`config.mk`:
```
export PLATFORM = sky130hd
export DESIGN_NAME = hazard_forward_unit
export DESIGN_NICKNAME = d
export VERILOG_FILES = /design/src/rtl/hazard_forward_unit.sv
export SDC_FILE = /design/constraint.sdc
export NUM_CORES = 1
export LEC_CHECK = 0
export CORE_UTILIZATION = 48
export CTS_CLUSTER_DIAMETER = 80
export DETAILED_ROUTE_END_ITERATION = 10
export PLACE_DENSITY = 0.76
export SETUP_SLACK_MARGIN = 0.1
export SYNTH_ARGS = -nofsm -noshare
export SYNTH_HDL_FRONTEND = slang
export SYNTH_SLANG_ARGS = --single-unit
```
`constraint.sdc`:
```
create_clock -name clk -period 2.3 [get_ports clk]
set_input_delay 0.575 -clock clk [delete_from_list [all_inputs] [get_ports clk]]
set_output_delay 0.575 -clock clk [all_outputs]
set_load 0.02 [all_outputs]
```
`src/rtl/hazard_forward_unit.sv`:
```
`default_nettype none
// ============================================================================
// Module : hazard_forward_unit
// Brief  : Decode register, destination history, operand forwarding selects,
//          load-use stall and memory-stage controls. Define ZERO_REG_EN to
//          make r0 a hard-wired zero register.
// Rev    : 1.0  initial release
// ============================================================================
module hazard_forward_unit #(
  parameter int FWD_STAGES = 3,
  parameter int IMM_W      = 16,
  parameter int SEL_W      = $clog2(FWD_STAGES + 1)
) (
  input  logic             clk,
  input  logic             reset,
  input  logic [31:0]      ins,
  input  logic             ins_valid,
  input  logic             flush,
  output logic             stall,
  output logic [5:0]       op_dec,
  output logic [IMM_W-1:0] imm,
  output logic             imm_sel,
  output logic [SEL_W-1:0] mux_sel_A,
  output logic [SEL_W-1:0] mux_sel_B,
  output logic             mem_en_ex,
  output logic             mem_rw_ex,
  output logic             mem_mux_sel_dm,
  output logic [4:0]       wb_addr,
  output logic             wb_en
);

  localparam logic [5:0] c_OP_JMP = 6'b011000;
  localparam logic [5:0] c_OP_LD  = 6'b010100;
  localparam logic [5:0] c_OP_ST  = 6'b010101;

  // Fetch-side decode
  logic [5:0] w_op;
  logic       w_jmp, w_cj, w_ld, w_st, w_immc;
  assign w_op   = ins[31:26];
  assign w_jmp  = (w_op == c_OP_JMP);
  assign w_cj   = (w_op[5:2] == 4'b0111);
  assign w_ld   = (w_op == c_OP_LD);
  assign w_st   = (w_op == c_OP_ST);
  assign w_immc = (w_op[5:3] == 3'b001);

  // Decode register
  logic             r_d_valid, r_d_wr, r_d_uses, r_d_ld, r_d_st, r_d_immc;
  logic [5:0]       r_d_op;
  logic [4:0]       r_d_rd, r_d_ra, r_d_rb;
  logic [IMM_W-1:0] r_d_imm;

  // History stages 1..FWD_STAGES after decode
  logic [FWD_STAGES:1] r_s_valid, r_s_wr, r_s_ld, r_s_st;
  logic [4:0]          r_s_rd [1:FWD_STAGES];

  logic             w_stall_raw, w_ld_hit, w_push, w_live, w_dm, w_wb_en;
  logic [SEL_W-1:0] w_sel_a, w_sel_b;

  assign w_live = ~reset;
  assign w_push = ~w_stall_raw & ~flush;

  always_ff @(posedge clk) begin
    if (reset || flush) begin
      r_d_valid <= 1'b0;
      r_d_wr    <= 1'b0;
      r_d_uses  <= 1'b0;
      r_d_ld    <= 1'b0;
      r_d_st    <= 1'b0;
      r_d_immc  <= 1'b0;
      r_d_op    <= '0;
      r_d_rd    <= '0;
      r_d_ra    <= '0;
      r_d_rb    <= '0;
      r_d_imm   <= '0;
    end else if (!w_stall_raw) begin
      r_d_valid <= ins_valid;
      r_d_wr    <= ins_valid & ~(w_jmp | w_cj | w_st);
      r_d_uses  <= ins_valid & ~(w_jmp | w_cj);
      r_d_ld    <= ins_valid & w_ld;
      r_d_st    <= ins_valid & w_st;
      r_d_immc  <= w_immc;
      r_d_op    <= w_op;
      r_d_rd    <= ins[25:21];
      r_d_ra    <= ins[20:16];
      r_d_rb    <= ins[15:11];
      r_d_imm   <= ins[IMM_W-1:0];
    end
  end

  // A stalled or squashed decode instruction leaves a bubble behind it
  always_ff @(posedge clk) begin
    if (reset) begin
      r_s_valid <= '0;
      r_s_wr    <= '0;
      r_s_ld    <= '0;
      r_s_st    <= '0;
      for (int k = 1; k <= FWD_STAGES; k++) r_s_rd[k] <= '0;
    end else begin
      for (int k = FWD_STAGES; k >= 2; k--) begin
        r_s_valid[k] <= r_s_valid[k-1];
        r_s_wr[k]    <= r_s_wr[k-1];
        r_s_ld[k]    <= r_s_ld[k-1];
        r_s_st[k]    <= r_s_st[k-1];
        r_s_rd[k]    <= r_s_rd[k-1];
      end
      r_s_valid[1] <= w_push & r_d_valid;
      r_s_wr[1]    <= w_push & r_d_wr;
      r_s_ld[1]    <= w_push & r_d_ld;
      r_s_st[1]    <= w_push & r_d_st;
      r_s_rd[1]    <= w_push ? r_d_rd : 5'd0;
    end
  end

  // Scan oldest to youngest so the youngest matching stage overrides
  always_comb begin
    w_sel_a = '0;
    w_sel_b = '0;
    for (int k = FWD_STAGES; k >= 1; k--) begin
      if (r_s_valid[k] && r_s_wr[k] && (r_s_rd[k] == r_d_ra)) w_sel_a = SEL_W'(k);
      if (r_s_valid[k] && r_s_wr[k] && (r_s_rd[k] == r_d_rb)) w_sel_b = SEL_W'(k);
    end
    if (!r_d_uses) begin
      w_sel_a = '0;
      w_sel_b = '0;
    end
`ifdef ZERO_REG_EN
    if (r_d_ra == 5'd0) w_sel_a = '0;
    if (r_d_rb == 5'd0) w_sel_b = '0;
`endif
  end

  assign w_ld_hit = r_s_valid[1] & r_s_ld[1] & r_d_uses &
                    ((r_s_rd[1] == r_d_ra) | (r_s_rd[1] == r_d_rb));

`ifdef ZERO_REG_EN
  assign w_stall_raw = w_ld_hit & (r_s_rd[1] != 5'd0);
  assign w_wb_en     = r_s_valid[FWD_STAGES] & r_s_wr[FWD_STAGES] &
                       (r_s_rd[FWD_STAGES] != 5'd0);
`else
  assign w_stall_raw = w_ld_hit;
  assign w_wb_en     = r_s_valid[FWD_STAGES] & r_s_wr[FWD_STAGES];
`endif

  generate
    if (FWD_STAGES >= 2) begin : g_dm_stage2
      assign w_dm = r_s_valid[2] & r_s_ld[2];
    end else begin : g_dm_tie
      assign w_dm = 1'b0;
    end
  endgenerate

  // Outputs are forced low while reset is asserted, before the registers clear
  assign stall          = w_stall_raw & w_live;
  assign op_dec         = r_d_op & {6{r_d_valid & w_live}};
  assign imm            = r_d_imm & {IMM_W{r_d_valid & w_live}};
  assign imm_sel        = r_d_immc & r_d_valid & w_live;
  assign mux_sel_A      = w_sel_a & {SEL_W{w_live}};
  assign mux_sel_B      = w_sel_b & {SEL_W{w_live}};
  assign mem_en_ex      = r_s_valid[1] & (r_s_ld[1] | r_s_st[1]) & w_live;
  assign mem_rw_ex      = r_s_valid[1] & r_s_st[1] & w_live;
  assign mem_mux_sel_dm = w_dm & w_live;
  assign wb_addr        = r_s_rd[FWD_STAGES] & {5{w_live}};
  assign wb_en          = w_wb_en & w_live;

  logic w_unused_ok;
  assign w_unused_ok = &{1'b0, r_s_ld, r_s_st, ins};

endmodule
`default_nettype wire

```
==> impl_metrics.csv <==
group,metric,value,unit
outcome,status,"complete, but fails checks",
outcome,violations,"negative setup slack",
synthesis,synthDistinctLibCells,35,
cells_and_area,multi_input_area,1590,sq um
clock_network,cts_made_buffers,9,
clock_network,cts_root_buffer,"clkbuf_8",
drt,final_antenna_net_count,0,
synthesis,yosys_warnings,0,
global_routing,grt_pass1_vias,2667,
sta,layout_setup_ws,-137,ps
clock_network,h-tree-depth,3,
cells_and_area,drive_above_1_share,0.279,
drt,m1WireLength,3700,um
power_and_ir_drop,p_leak,1.70,nW
floorplan,io_pins,73,
drt,post-route-drc-count,0,
placed_design,gp_congestion,0.869,
worst_setup_path,crit_type,"flip-flop to output pin",
clock_network,holdBufCountCts,0,
power_and_ir_drop,power_frac_comb,0.133,
cells_and_area,nNetsFinal,464,
synthesis,synthArstFlopShare,0,
power_and_ir_drop,ir_drop,0.375,mV
floorplan,die-area,6160,sq um
power_and_ir_drop,switching_share,0.263,
sta,finalCritPeriodShare,1.06,
synthesis,yosys-top-cells-count,"62 x dfxtp_1, 34 x a21oi_1, 34 x nand3_1, 33 x o21ai_0, 25 x and2_1",
power_and_ir_drop,cellPowerDensity,601,nW/um^2
floorplan,core,5570,sq um
drt,drt-pass1-iter-count,4,
drt,drtIter0Drc,180,
sta,hold_violations,0,
cells_and_area,area_delta_synth_final,45.4,%
cells_and_area,area.sequential,1260,sq um
synthesis,synth_ff_type,"dfxtp_1",
worst_setup_path,critPathCaptureType,"output pin",
sta,setup_viol_count_final,5,
sta,finClkSkew,10.4,ps
global_routing,grt_use_total,0.282,
drt,drt_wl_total,8470,um
floorplan,start_util,0.504,
placed_design,port_buffers,72,
synthesis,synth_top_area_frac,0.442,
hold_path,holdCritPathClass,"flip-flop to flip-flop",
sta,period_needed,2440,ps
synthesis,syn_area_per_cell,8.62,sq um
drt,dr.max_layer_used,"met4",
flow_run,drv_cap,0,
clock_network,cts_tree,"built",
sta,setup-tns-final,-561,ps
floorplan,die_height,78.5,um
power_and_ir_drop,p_sw,645,uW
worst_setup_path,cp_max_fo,3,
drt,dr_total_vias,2739,
power_and_ir_drop,p_clk_frac,0.409,
worst_setup_path,cp.arrival,1860,ps
sta,max_slew_margin,0.568,
drt,route.met2.wl,4130,um
drt,dr_wl_met3,485,um
cells_and_area,antennaDiodeCount,0,
synthesis,synth_seq_area_share,0.442,
drt,routedWlPerCell,16.8,um
placed_design,dp_hpwl,5060,um
global_routing,antenna_found_initial,0,
clock_network,cts_sinks,62,
power_and_ir_drop,p_seq_frac,0.457,
clock_network,cts_buffer_depth,2,
synthesis,yosysTopAreaCell,"dfxtp_1",
power_and_ir_drop,power,2.46,mW
worst_setup_path,worst_ep_required_time,1730,ps
power_and_ir_drop,p_int,1.81,mW
synthesis,synth_nets,362,
floorplan,fp-row-count,27,
synthesis,ys_ff_latch,62,
worst_setup_path,startpoint_type,"flip-flop",
synthesis,ys_top_cells_by_area,"dfxtp_1 44%, xnor2_1 6.2%, a21oi_1 6.1%",
global_routing,grt_first_pass_wirelength,13200,um
clock_network,clk_pin_slew,80,ps
synthesis,synthCells,326,
drt,via_per_inst,5.42,
clock_network,clock_latency,350,ps
sta,fmax,410,MHz
sta,grt_setup_unrepaired,"true",
synthesis,synth_edf_count,0,
floorplan,fp.dieW,78.5,um
global_routing,overflow,0,
sta,slew_violations,0,
sta,worst_slew_pin_slew,648,ps
synthesis,yosysMostFrequentCell,"dfxtp_1",
cells_and_area,nFillCells,431,
global_routing,grt_max_degree,36,
synthesis,syn-cell-area,2810,sq um
[cell type report]
cell class                      instances  share of cell area
Tap cell                               72              0.0221
Timing Repair Buffer                  114               0.229
Multi-Input combinational cell        241               0.390
Sequential cell                        62               0.308
Clock buffer                           11              0.0371
Clock inverter                          5              0.0141
[critical path, cell delays in order, from the launching register on]
cell and delay (ps):
dfxtp_4 360, buf_4 140, xnor2_1 160, nand4_1 160
o31a_1 320, a311oi_2 200, buf_4 180
[logic make-up (layout without fill, tap and decap cells)]
group	Yosys count	count (layout)	synth area share
multiplexers	3	3	0.0107
AO/OA/AOI/OAI	81	81	0.165
flip-flops	62	62	0.442
AND/OR/NAND/NOR	127	127	0.252
buffers and inverters	23	130	0.0365
XOR/XNOR	30	30	0.0935
[worst paths after layout]
| kind | start | end | slack [ps] | cells after the start |
|---|---|---|---|---|
| worst max-delay path | r_d_ra[2]$_SDFFE_PP0N_ | mux_sel_A[1] | -140 | 6 |
| worst min-delay path | r_d_op[2]$_SDFFE_PP0N_ | r_d_op[2]$_SDFFE_PP0N_ | 460 | 2 |
| worst max register to register | r_d_rb[0]$_SDFFE_PP0N_ | r_d_ra[4]$_SDFFE_PP0N_ | 230 | 9 |
| worst min register to register | r_d_op[2]$_SDFFE_PP0N_ | r_d_op[2]$_SDFFE_PP0N_ | 460 | 2 |
[layout by cell type, fill, tap and decap left out, types with 7 or more instances in the layout]
| cell | instances |
|---|---|
| a21oi_1 | 34 |
| and2_1 | 25 |
| and3_1 | 10 |
| buf_2 | 21 |
| buf_4 | 42 |
| buf_6 | 8 |
| clkbuf_8 | 11 |
| clkdlybuf4s50_1 | 34 |
| dfxtp_1 | 56 |
| dlygate4sd2_1 | 7 |
| nand2_1 | 8 |
| nand3_1 | 33 |
| nor2b_1 | 19 |
| o21ai_0 | 33 |
| xnor2_1 | 13 |
| xnor2_2 | 7 |
| xor2_1 | 10 |
[metal layers]
layer | up-vias | track usage
met2 | 84 | 0.463
met3 | 14 | 0.0837
met4 | 0 | 0.104
li1 | 1341 | -
met5 | - | 0
met1 | 1300 | 0.348
[power by group through the flow]
stage | logic, mW | clock network, mW | registers (mW)
CTS | 0.303 | 0.998 | 1.12
global route | 0.351 | 1.06 | 1.13
finish | 0.328 | 1.01 | 1.12
detailed placement | 0.275 | 0 | 1.15
global placement | 0.270 | 0 | 1.15
floorplan | 0.153 | 0 | 1.14
[repair_timing]
action	4_1_cts	5_1_grt
gates cloned	2	1
hold endpoints to repair	0	0
setup endpoints to repair	37	28
pin swaps	20	3
resized for setup	150	36
buffers inserted	7	4
[sequential cells by signal (all words and copies together), names as in the netlist]
name       cells
r_d_wr         1
r_s_ld         2
r_s_rd        15
r_d_valid      1
r_d_ld         1
r_d_imm       11
r_d_rd         5
r_d_rb         5
r_s_wr         3
r_s_st         1
r_d_ra         5
r_d_op         6
r_s_valid      3
r_d_immc       1
r_d_uses       1
r_d_st         1
[metrics by stage]
step                      hold WS, ps  cell area, sq um  setup WS (ps)  cells  utilization
final                             461              4090           -137    505        0.733
after floorplan                   434              2810            113    326            -
after global routing              480              4090           -261    505        0.733
after CTS                         463              4110           -175    500        0.737
after detailed placement          453              3730           -466    475        0.669
after global placement            446              3730           -458    475        0.669
(Power assumes the default switching activity.)
